## src/rtl/mem_bus_arbiter.sv

```systemverilog
// Shares one memory port between fetch (req[0]), read (req[1]) and write (req[2]) with a fetch starvation guard.
// Optional BUSY timeout with error response: define MEM_BUS_ARBITER_TIMEOUT_EN.
module mem_bus_arbiter #(
  parameter int WIDTH          = 32,
  parameter int STARVE_LIMIT   = 4,
  parameter int TIMEOUT_CYCLES = 64
) (
  input  logic               clock,
  input  logic               reset,
  input  logic [2:0]         req,
  input  logic [3*WIDTH-1:0] req_address,
  input  logic [2:0]         req_write,
  input  logic [3*WIDTH-1:0] req_write_data,
  output logic [2:0]         rsp_valid,
  output logic [WIDTH-1:0]   rsp_data,
  output logic [2:0]         rsp_error,
  output logic               mem_address_enable,
  output logic [WIDTH-1:0]   mem_address,
  output logic               mem_write_enable,
  output logic [WIDTH-1:0]   mem_write_data,
  input  logic               mem_data_valid,
  input  logic [WIDTH-1:0]   mem_data
);

  localparam int SW = $clog2(STARVE_LIMIT + 1);
  localparam logic [SW-1:0] STARVE_MAX = SW'(STARVE_LIMIT);

  typedef enum logic {IDLE, BUSY} state_t;

  state_t           state_q, state_d;
  logic [1:0]       owner_q, owner_d;
  logic [SW-1:0]    starve_q, starve_d;
  logic             mae_q, mae_d;
  logic [WIDTH-1:0] addr_q, addr_d;
  logic             we_q, we_d;
  logic [WIDTH-1:0] wd_q, wd_d;
  logic [2:0]       rsp_valid_q, rsp_valid_d;
  logic [WIDTH-1:0] rsp_data_q, rsp_data_d;
  logic [1:0]       win;
  logic [WIDTH-1:0] addr_arr [4];
  logic [WIDTH-1:0] wd_arr [4];

`ifdef MEM_BUS_ARBITER_TIMEOUT_EN
  localparam int TW = $clog2(TIMEOUT_CYCLES + 1);
  localparam logic [TW-1:0] TIMER_MAX = TW'(TIMEOUT_CYCLES);
  logic [TW-1:0] timer_q, timer_d;
  logic [2:0]    rsp_error_q, rsp_error_d;
`endif

  always_comb begin
    for (int i = 0; i < 3; i++) begin
      addr_arr[i] = req_address[i*WIDTH +: WIDTH];
      wd_arr[i]   = req_write_data[i*WIDTH +: WIDTH];
    end
    addr_arr[3] = '0;
    wd_arr[3]   = '0;
    // A fetch that has lost STARVE_LIMIT arbitrations in a row overrides priority.
    if (req[0] && (starve_q >= STARVE_MAX)) win = 2'd0;
    else if (req[2])                        win = 2'd2;
    else if (req[1])                        win = 2'd1;
    else                                    win = 2'd0;
  end

  always_comb begin
    state_d     = state_q;
    owner_d     = owner_q;
    starve_d    = starve_q;
    mae_d       = 1'b0;
    addr_d      = addr_q;
    we_d        = we_q;
    wd_d        = wd_q;
    rsp_valid_d = 3'b000;
    rsp_data_d  = rsp_data_q;
`ifdef MEM_BUS_ARBITER_TIMEOUT_EN
    timer_d     = timer_q;
    rsp_error_d = 3'b000;
`endif
    case (state_q)
      IDLE: begin
        if (|req) begin
          owner_d = win;
          mae_d   = 1'b1;
          addr_d  = addr_arr[win];
          we_d    = req_write[win] && (win != 2'd0);
          wd_d    = wd_arr[win];
          state_d = BUSY;
          if (win == 2'd0)                          starve_d = '0;
          else if (req[0] && (starve_q < STARVE_MAX)) starve_d = starve_q + 1'b1;
`ifdef MEM_BUS_ARBITER_TIMEOUT_EN
          timer_d = '0;
`endif
        end
      end
      BUSY: begin
        if (mem_data_valid) begin
          rsp_valid_d = 3'b001 << owner_q;
          rsp_data_d  = mem_data;
          state_d     = IDLE;
`ifdef MEM_BUS_ARBITER_TIMEOUT_EN
        end else if (timer_q == TIMER_MAX) begin
          rsp_error_d = 3'b001 << owner_q;
          state_d     = IDLE;
        end else begin
          timer_d = timer_q + 1'b1;
`endif
        end
      end
      default: state_d = IDLE;
    endcase
  end

  always_ff @(posedge clock or posedge reset) begin
    if (reset) begin
      state_q     <= IDLE;
      owner_q     <= 2'd0;
      starve_q    <= '0;
      mae_q       <= 1'b0;
      addr_q      <= '0;
      we_q        <= 1'b0;
      wd_q        <= '0;
      rsp_valid_q <= 3'b000;
      rsp_data_q  <= '0;
`ifdef MEM_BUS_ARBITER_TIMEOUT_EN
      timer_q     <= '0;
      rsp_error_q <= 3'b000;
`endif
    end else begin
      state_q     <= state_d;
      owner_q     <= owner_d;
      starve_q    <= starve_d;
      mae_q       <= mae_d;
      addr_q      <= addr_d;
      we_q        <= we_d;
      wd_q        <= wd_d;
      rsp_valid_q <= rsp_valid_d;
      rsp_data_q  <= rsp_data_d;
`ifdef MEM_BUS_ARBITER_TIMEOUT_EN
      timer_q     <= timer_d;
      rsp_error_q <= rsp_error_d;
`endif
    end
  end

  assign mem_address_enable = mae_q;
  assign mem_address        = addr_q;
  assign mem_write_enable   = we_q;
  assign mem_write_data     = wd_q;
  assign rsp_valid          = rsp_valid_q;
  assign rsp_data           = rsp_data_q;
`ifdef MEM_BUS_ARBITER_TIMEOUT_EN
  assign rsp_error          = rsp_error_q;
`else
  assign rsp_error          = 3'b000;
`endif

endmodule

```

## config.mk

```make
export PLATFORM = sky130hd
export DESIGN_NAME = mem_bus_arbiter
export DESIGN_NICKNAME = d
export VERILOG_FILES = /design/src/rtl/mem_bus_arbiter.sv
export SDC_FILE = /design/constraint.sdc
export NUM_CORES = 1
export LEC_CHECK = 0
export ABC_AREA = 1
export CAP_MARGIN = 30
export CORE_AREA = 2 2 132 134
export CTS_BUF_LIST = sky130_fd_sc_hd__clkbuf_2 sky130_fd_sc_hd__clkbuf_4 sky130_fd_sc_hd__clkbuf_8
export DETAILED_ROUTE_END_ITERATION = 10
export DIE_AREA = 0 0 134 136
export PLACE_DENSITY = 0.74
export SYNTH_ARGS = -nofsm -noshare
export SYNTH_HDL_FRONTEND = slang
export SYNTH_SLANG_ARGS = --single-unit
```

## constraint.sdc

```tcl
create_clock -name clock -period 3.9 [get_ports clock]
set_input_delay 0.78 -clock clock [delete_from_list [all_inputs] [get_ports clock]]
set_output_delay 0.78 -clock clock [all_outputs]
set_load 0.05 [all_outputs]
```

Word-level counts from Yosys, hierarchy flattened
Cells that the tools add are included.

Register bits: 107. Input bits: 233. Output and inout port bits: 104. Logic and storage cells: 46.

Add/sub/neg operators: 1. Magnitude comparators: 4. Shifts and indexed selects: 1. Mux-type cells: 19. Bitwise logic cells: 2. Reductions and logical operators: 10.

Operator list (number): 32-bit binary-select mux with 2-bit select (2); 32-bit 2-to-1 mux (4); 3-bit 2-to-1 mux (4); 3-bit greater-or-equal comparator (second input constant) (2); 1-bit 2-to-1 mux (5); 2-bit 2-to-1 mux (2); 2-bit AND reduction (2); 2-bit nonzero test (2); 3-bit by 1-bit adder with 3-bit output (second input constant) (1); 1-bit logical AND (3); 2-bit by 3-bit less-than comparator with 1-bit output (second input constant) (1); 3-bit less-than comparator (second input constant) (1); 2-bit inverter with 3-bit output (1); 3-bit AND reduction (1); 3-bit OR reduction (1); 1-bit by 2-bit left shift with 3-bit output (first input constant) (1); 1-bit binary-select mux with 2-bit select (1); 2-bit logical NOT (1); 1-bit one-hot mux with 2 select lines (1); 1-bit inverter (1).

Longest topological paths before layout
Gate-level depths: netlist of run 1.

Word-level depth: 7. Depth in mapped cells: 8. Depth with buffers taken out: 6.

Least setup slack after synthesis of run 1
OpenSTA, ideal clock, no wires.

Path type: in2reg. Start point: in req[0]. End point: reg wd_q[10] (netlist: mem_write_data[10]). Library setup time: 0.118 ns. Arrival: 1.468 ns. Required time: 3.782 ns. Path slack: 2.314 ns. Stages on the path: 8. Path buffers: 2. Cells stage by stage: nand2_2 > nand3_2 > buf_4 > buf_2 > nand2_1 > nand3_1 > nand2_1 > nand2_1.

Cells in the longest elaborated chain, start to end: 6. Elaborated cells between the ends (all ways): 8. Classes of those cells: 4 x mux; 1 x bitwise; 3 x reduce/logical.

RTL lines: start, declared (RTL line 10) `input logic [2:0] req,`; 1-bit logical AND (RTL line 58) `if (req[0] && (starve_q >= STARVE_MAX)) win = 2'd0;`; 2-bit 2-to-1 mux (RTL line 58); 2-bit inverter with 3-bit output (implied by the code) (RTL line 85) `wd_d = wd_arr[win];`; 32-bit binary-select mux with 2-bit select (RTL line 85); 32-bit 2-to-1 mux (implied by the code) (2 in series) (RTL line 85); end signal, assigned (RTL line 134) `wd_q <= wd_d;`; end, declared (RTL line 36) `logic [WIDTH-1:0] wd_q, wd_d;`.

Several ways; a longest one is shown, not always the timed one. The select of a mux whose other input is x is not followed. A chain may end at the register's enable or synchronous reset.

Final worst setup path of run 1
Start point: reg addr_q[26] (netlist: mem_address[26]). End point: out mem_address[26].

RTL lines: start, declared (RTL line 34) `logic [WIDTH-1:0] addr_q, addr_d;`; start signal, assigned (RTL line 132) `addr_q <= addr_d;`; end, declared (RTL line 18) `output logic [WIDTH-1:0] mem_address,`.

No word-level cell between the ends.

==> results of run 1 <==
==> layout make-up <==
cell class / count / area, µm²
clock buffers: 9 / 124
clock inverters: 6 / 65.1
fillers: 1588 / 7510
inverters: 9 / 36.3
multi-input cells: 582 / 2720
flip-flops and latches: 107 / 2680
well taps: 225 / 282
repair buffers: 345 / 3460
==> where the power goes <==
part	total (W)	internal (W)	switching (W)
registers	0.00192	0.00163	0.000291
clock network	0.000693	0.000296	0.000396
logic	0.00436	0.00149	0.00287
==> path summary, 6_finish.rpt <==
path	startpoint	end	slack, ps	cells after the start
max	mem_address[26]$_DFFE_PP0P_	mem_address[26]	1500	1
min	mem_address[23]$_DFFE_PP0P_	mem_address[23]$_DFFE_PP0P_	480	2
max reg2reg	starve_q[2]$_DFFE_PP0P_	mem_write_data[22]$_DFFE_PP0P_	2180	7
min reg2reg	mem_address[23]$_DFFE_PP0P_	mem_address[23]$_DFFE_PP0P_	480	2
max in group asynchronous	reset	mem_address[20]$_DFFE_PP0P_	2240	3
min in group asynchronous	reset	rsp_data[23]$_DFFE_PP0P_	880	2
==> per-layer routing <==
layer / share of wire / wire length (µm) / GRT usage
met3: 0.092 / 1850 / 0.0630
met1: 0.40 / 8110 / 0.254
met2: 0.49 / 9810 / 0.370
met4: 0.021 / 429 / 0.0733
met5: 0.00064 / 13 / 0
==> state kept, by name, summed over array words and instances (netlist names) <==
| register | cells |
|---|---|
| starve_q | 3 |
| mem_address | 32 |
| mem_write_enable | 1 |
| owner_q | 2 |
| rsp_data | 32 |
| mem_address_enable | 1 |
| mem_write_data | 32 |
| state_q | 1 |
| rsp_valid | 3 |
==> logic make-up (layout without fill, tap and decap cells) <==
logic type | count (synthesis) | after routing | synth area share
buf+inv | 71 | 369 | 0.0642
fa+ha+maj | 1 | 1 | 0.00218
mux | 32 | 32 | 0.0627
other cells | 1 | 3 | 0.000652
flops | 107 | 107 | 0.466
compound gates | 7 | 7 | 0.00653
simple gates | 539 | 539 | 0.398
==> cell usage after synthesis <==
cell	count	area, µm²
sky130_fd_sc_hd__a21o_1	1	7.51
sky130_fd_sc_hd__buf_2	43	215
sky130_fd_sc_hd__buf_4	11	82.6
sky130_fd_sc_hd__buf_6	1	11.3
sky130_fd_sc_hd__clkbuf_1	7	26.3
sky130_fd_sc_hd__conb_1	1	3.75
sky130_fd_sc_hd__dfrtp_1	107	2680
sky130_fd_sc_hd__ha_1	1	12.5
sky130_fd_sc_hd__inv_1	8	30.0
sky130_fd_sc_hd__inv_2	1	3.75
sky130_fd_sc_hd__mux2_2	32	360
sky130_fd_sc_hd__nand2_1	266	998
sky130_fd_sc_hd__nand2_2	4	25.0
sky130_fd_sc_hd__nand3_1	68	340
sky130_fd_sc_hd__nand3_2	1	10.0
sky130_fd_sc_hd__nand4_1	65	407
sky130_fd_sc_hd__nor2_1	133	499
sky130_fd_sc_hd__nor3_1	2	10.0
sky130_fd_sc_hd__o21ai_0	5	25.0
sky130_fd_sc_hd__o21ai_1	1	5.00
==> per-stage QoR <==
stage | cell area, µm² | utilization | hold WS (ps) | total power (W)
finish | 9360 | 0.555 | 484 | 0.00697
global route | 9360 | 0.555 | 511 | 0.00734
CTS | 9360 | 0.555 | 480 | 0.00702
detailed placement | 9170 | 0.544 | 462 | 0.00632
global placement | 9170 | 0.544 | 461 | 0.00627
floorplan | 5760 | - | 436 | 0.00473
==> results.txt, run 1 <==
- CP Buf/Inv Count: 1
- In the layout the commonest cells are sky130_fd_sc_hd__clkdlybuf4s50_1, sky130_fd_sc_hd__nand2_1, sky130_fd_sc_hd__nor2_1.
* Unrepaired setup endpoints after global routing: false
* Net count, final: approximately 1300
- Post-placement worst setup slack: 1170 ps
* Die W: between 100 and 150 µm
- Static timing analysis puts the maximum clock frequency at 417 MHz.
- The max-slew violation count came to 0.
* Run status: completed
- Final Hold Vio Count: 0
* Antenna cell count: 0
* Routed length per instance: approximately 16 µm
- Post-route ant nets: 0
- The average instance in the mapped netlist occupies approximately 7.6 µm².
- The smallest clock period supported by the final layout is computed as between 2000 and 2500 ps.
- Cell breakdown of the critical path: clkdlybuf4s50_1
- Die area: 0.0182 mm²
* Gate count of the mapped netlist: between 700 and 800
- Total setup buffers inserted after CTS: 0
* Critical-path maximum fanout: 2
- Sort of element at the start of the critical path: flop
* Nature of the critical path endpoint: output pin
* Ratio of routed vias to standard cells: roughly 5
* Final Cycle Share: 0.615
- Static leakage power: roughly 4.3 nW
- The largest single stage delay on the critical path is about 840 ps.
* Power Density: between 700 and 800 mW/mm²
* Max-slew headroom: 0.440
* Cts bufs inserted: 9
* Total instance count after detailed placement: roughly 1300
* Critical Path Slowest Stage Cell: sky130_fd_sc_hd__clkdlybuf4s50_1
* Largest delay share family, worst path: buffers and inverters
* Synth warn: 0
* Max Cap Violations: 0
* CTS clk-pin slew, worst paths: 100 ps
* Yosys cell types: 20
- Worst min-delay path category: reg -> reg
* Fin worst setup slack: about 1500 ps
- Detailed placement ended at an HPWL of ~15000 µm.
- Excluding fillers, the count of instances in the completed layout stands at 1283.
* PortBufs: around 330
* Sinks on Clock Net: roughly 110
- # hold bufs at CTS: 0
* Maximum buffer depth of the clock tree: 2
* Initial Util: 0.341
- After the first detailed-routing iteration, the DRC count stood at roughly 310.
- Final setup violation count: 0
* Gp weighted congestion: 0.816
- Vias in the first global route: ~5700
* Data required time of the worst path: between 3000 and 4000 ps
- For this run, the register share of the synthesized area comes to 0.466.
- Antenna violations before repair: 1
- Between clock sinks in the finished design, the worst skew comes to 6.30 ps.
- Pin placement for this block handled between 300 and 400 I/O pins.
- The floorplan step defined a core boundary enclosing around 0.017 mm².
* Layout overhead on the synthesized area: 62.8%
- The initialized floorplan defines 48 standard-cell rows.
- Area of the mapped netlist: between 0.005 and 0.006 mm²
- The first global-routing pass estimated between 30000 and 40000 µm of wire.
* Clk root buf: sky130_fd_sc_hd__clkbuf_8
- Ratio of cells with drive above 1 in the final layout: 0.0633
* Number of iterations in the first detailed-routing pass: 5
- Data arrives at the worst endpoint at 1620 ps.
- Maximum ir drop on the vdd rail: roughly 0.00039 V
- The final route contains ~6300 vias.
- Die height: 136 µm
- Clock latency at the later pin of the worst-skew pair: ~370 ps
- Seq cells post-synth: between 100 and 150
* DRC violations left: 0
* Most common cell after layout, fill and taps aside: sky130_fd_sc_hd__clkdlybuf4s50_1
* Transition at the pin with the smallest max-transition slack: between 800 and 900 ps
- CTS tree: yes
- Critical path start-end classification: reg -> out
- Total grt overflow: 0
* GRT Resource Usage Total: 0.214
* Maximum number of pins on one net before global-route repair: between 60 and 70
- The number of gates resized after CTS was 0.
- The H-tree was split into 3 levels.
* Total Routed Length: a little over 20000 µm
* Aggregate negative setup slack: 0 ps
Power figures use the tool's default switching activity.
==> run 2, diff against run 1 <==
Clock period 3.9 ns to 2.5 ns, I/O delays scaled along.
==> run 2 against run 1 <==
Effect of this change:
- flip-flop and latch count is the same
- clock skew is 4.7 ps higher
- combinational power rose by 58%
- sequential share of layout area fell by 0.38 points
- clock-buffer cell count did not move
- power grew 57%
- setup slack got worse by 1100 ps
- global-route usage grew 0.23 points
- register-to-register slack worse by 1200 ps
- non-clock buffer count is 5 higher
- largest power group unchanged
==> results.txt, run 2 (synthesized netlist as in run 1, its figures left out) <==
- The flow ran to the end, and the final reports show no timing, DRC or antenna violations.
- Unrepaired setup endpoints after global routing: false
* Placed wire-length estimate: 14700 µm (+0.70%)
* Deepest level of the CTS H-tree: 3 (unchanged)
- The die outline area is 0.0182 mm² (unchanged).
* Maximum ir drop on the vdd rail: 0.000742 V (+88%)
* Reg2Reg Launch Point: starve_q[2]$_DFFE_PP0P_
- The number of instances resized during post-cts repair is 0 (unchanged).
- Via count: 6263 (+0.16%)
- Total grt overflow: 0 (unchanged)
* Maximum number of pins on one net before global-route repair: 79 (+20%)
- The relative contribution of sequential cells to total power is 0.272 (-0.003).
- In the layout the commonest cells are sky130_fd_sc_hd__clkdlybuf4s50_1, sky130_fd_sc_hd__nand2_1, sky130_fd_sc_hd__nor2_1.
- Transition at the pin with the smallest max-transition slack: 585 ps (-251 ps)
* Design area: 0.00949 mm² (+1.3%)
- GRT Resource Usage Total: 0.216 (+0.00227)
- Reported net switching power: 0.00557 W (+57%)
- Reg-to-reg critical path endpoint: mem_write_data[20]$_DFFE_PP0P_
- Shortest clock period the worst path allows after layout: roughly 2100 ps
- Final setup violation count: 0 (unchanged)
- Nature of the critical path endpoint: output pin
* Die W: 134 µm (unchanged)
* Final Cycle Share: 0.843
* Routed length per instance: 15.7 µm (-0.63%)
- Worst min-delay path category: reg -> reg
* Post-place instance area: 0.00929 mm² (+1.2%)
* PortBufs: 333 (unchanged)
- The largest individual stage delay along the critical path comes from the cell sky130_fd_sc_hd__clkdlybuf4s50_1.
* Post-route ant nets: 0 (unchanged)
- The final hold violation count was 0 (unchanged).
* Total instance count after detailed placement: 1273 (+0.39%)
- The first-pass GRT wire length is 31000 µm (+1.5%).
- Maximum buffer depth of the clock tree: 2 (unchanged)
* CP arrival: 1610 ps (about the same)
- Number of logic stages on the critical path including buffering: 1 (unchanged)
- The latest clock arrival within the worst-skew pair came to 380 ps (about the same).
* Starting DRT DRC Count: 333 (+6.4%)
- CTS tree: yes
* Critical path's largest stage delay: 830 ps (about the same)
* Antenna violations before repair: 1 (unchanged)
- Largest delay share family, worst path: buffers and inverters
* Combinational fraction of design power: 0.627 (about the same)
* Clk root buf: sky130_fd_sc_hd__clkbuf_8
- The maximum net fanout on the critical path is 2 (unchanged).
* End-of-flow core utilization: 0.562 (+0.00749)
* Cell breakdown of the critical path: clkdlybuf4s50_1
- Die height: 136 µm (unchanged)
- Power Density: 1160 mW/mm² (+55%)
- The number of fill cells in the layout came to 1560 (-1.8%).
- Non-filler cells in the finished layout: 1290 (+0.55%)
- The post-layout net count came to 1293 (+0.39%).
* Initial Util: 0.341 (unchanged)
- CP Buf/Inv Count: 1 (unchanged)
* # hold bufs at CTS: 0 (unchanged)
- The setup TNS was 0 ps (unchanged).
- Internal power: 0.00540 W (+58%)
- The leakage power summed over all cells was 4.32 nW (+1.2%).
- The number of optimization iterations in the first detailed-route pass is 4 (-1).
* Flop-to-flop setup slack: 990 ps (-1190 ps)
- Sinks on Clock Net: 107 (unchanged)
* Ratio of cells with drive above 1 in the final layout: 0.0686 (+0.00528)
- Multi-input logic area: 0.00272 mm² (unchanged)
- The worst reg2reg path depth was 7 (unchanged).
- The fraction of power spent switching nets was 0.507 (-0.00256).
* Max-slew violation count: 0 (unchanged)
- Leaving out fill and tap cells, the most frequent cell in the layout is sky130_fd_sc_hd__clkdlybuf4s50_1.
- Max-slew headroom: 0.609 (+0.168)
* CP startpoint: rsp_data[7]$_DFFE_PP0P_
- The number of global-route vias before repair came to 6051 (+6.6%).
- The site row count was 48 (unchanged).
- The post-CTS setup buffer count came to 0 (unchanged).
- Data required time of the worst path: 2000 ps (-1120 ps)
* Placeable core area: 0.0169 mm² (unchanged)
- The sequential cell area was 0.00268 mm² (unchanged).
- The number of CTS-inserted buffers is 9 (unchanged).
- Following the worst setup path forward leads to its endpoint at rsp_data[7].
- The I/O pin total came to 337 (unchanged).
- The total routed wirelength was 20200 µm (about the same).
* Max Cap Violations: 0 (unchanged)
- The worst setup path is of the reg -> out kind.
* Clk pwr share: 0.100 (about the same)
- Compared with the post-synthesis result, the final layout area differs by 65.0%.
* Maximum clock frequency: 475 MHz
* Setup clock skew after layout: 11.0 ps (+4.72 ps)
* CTS clk-pin slew, worst paths: 100 ps (about the same)
- The final worst setup slack was 393 ps (-1110 ps).
* Post-placement worst setup slack: 353 ps (-818 ps)
* Ratio of routed vias to standard cells: 4.86 (-0.38%)
- The worst setup path is launched from a flop.
- The global placement routability congestion came to 0.850 (+4.2%).
- The count of unresolved DRC violations after routing is 0 (unchanged).
## run 2: cell count changes in the layout (fill, tap and decap cells not counted)
cell	before	now
sky130_fd_sc_hd__inv_6	2	1
sky130_fd_sc_hd__inv_8	0	1
sky130_fd_sc_hd__buf_12	3	9
sky130_fd_sc_hd__diode_2	0	1
sky130_fd_sc_hd__buf_4	9	8
sky130_fd_sc_hd__clkinvlp_4	1	3
sky130_fd_sc_hd__inv_4	1	0
## run 2: per-stage QoR
step / power (W) / hold slack, ps
4_1_cts: 0.0111 / 485
3_3_place_gp: 0.00986 / 456
5_1_grt: 0.0116 / 511
6_report: 0.0110 / 485
3_5_place_dp: 0.00993 / 464
2_1_floorplan: 0.00738 / 436
## run 2: routing by layer
metal | global-route usage | wire length [µm]
met5 | 0 | 0
met4 | 0.0863 | 505
met3 | 0.0694 | 2050
met2 | 0.368 | 9660
met1 | 0.254 | 7980
## run 2: worst min-delay path: stages, from the launching register on
cell                      delay [ps]
sky130_fd_sc_hd__dfrtp_1         350
sky130_fd_sc_hd__nand2_1          50
sky130_fd_sc_hd__nand2_1          50
## run 2: cell type report
| type | count | share of cell area |
|---|---|---|
| timing repair buffer | 350 | 0.376 |
| multi-input combinational | 582 | 0.287 |
| sequential | 107 | 0.282 |
| tap | 225 | 0.0297 |
| clock buffer | 9 | 0.0131 |
| clock inverter | 7 | 0.00791 |
| inverter | 9 | 0.00396 |
| antenna | 1 | 0.000264 |
## run 2: power groups by stage
stage	logic [W]	clock network [W]	registers, W
floorplan	0.00167	0	0.00571
global placement	0.00687	0	0.00299
detailed placement	0.00692	0	0.00301
CTS	0.00693	0.00114	0.00299
global route	0.00727	0.00121	0.00309
finish	0.00688	0.00110	0.00299
## run 2: worst min path at each step
| stage | start | to | cells past startpoint |
|---|---|---|---|
| after detailed placement | mem_address[2]$_DFFE_PP0P_ | mem_address[2]$_DFFE_PP0P_ | 2 |
| after global routing | mem_address[2]$_DFFE_PP0P_ | mem_address[2]$_DFFE_PP0P_ | 2 |
| after CTS | owner_q[1]$_DFFE_PP0P_ | rsp_valid[0]$_DFF_PP0_ | 1 |
| after floorplan | owner_q[1]$_DFFE_PP0P_ | rsp_valid[0]$_DFF_PP0_ | 1 |
| final | mem_address[23]$_DFFE_PP0P_ | mem_address[23]$_DFFE_PP0P_ | 2 |
| after global placement | owner_q[1]$_DFFE_PP0P_ | rsp_valid[0]$_DFF_PP0_ | 1 |
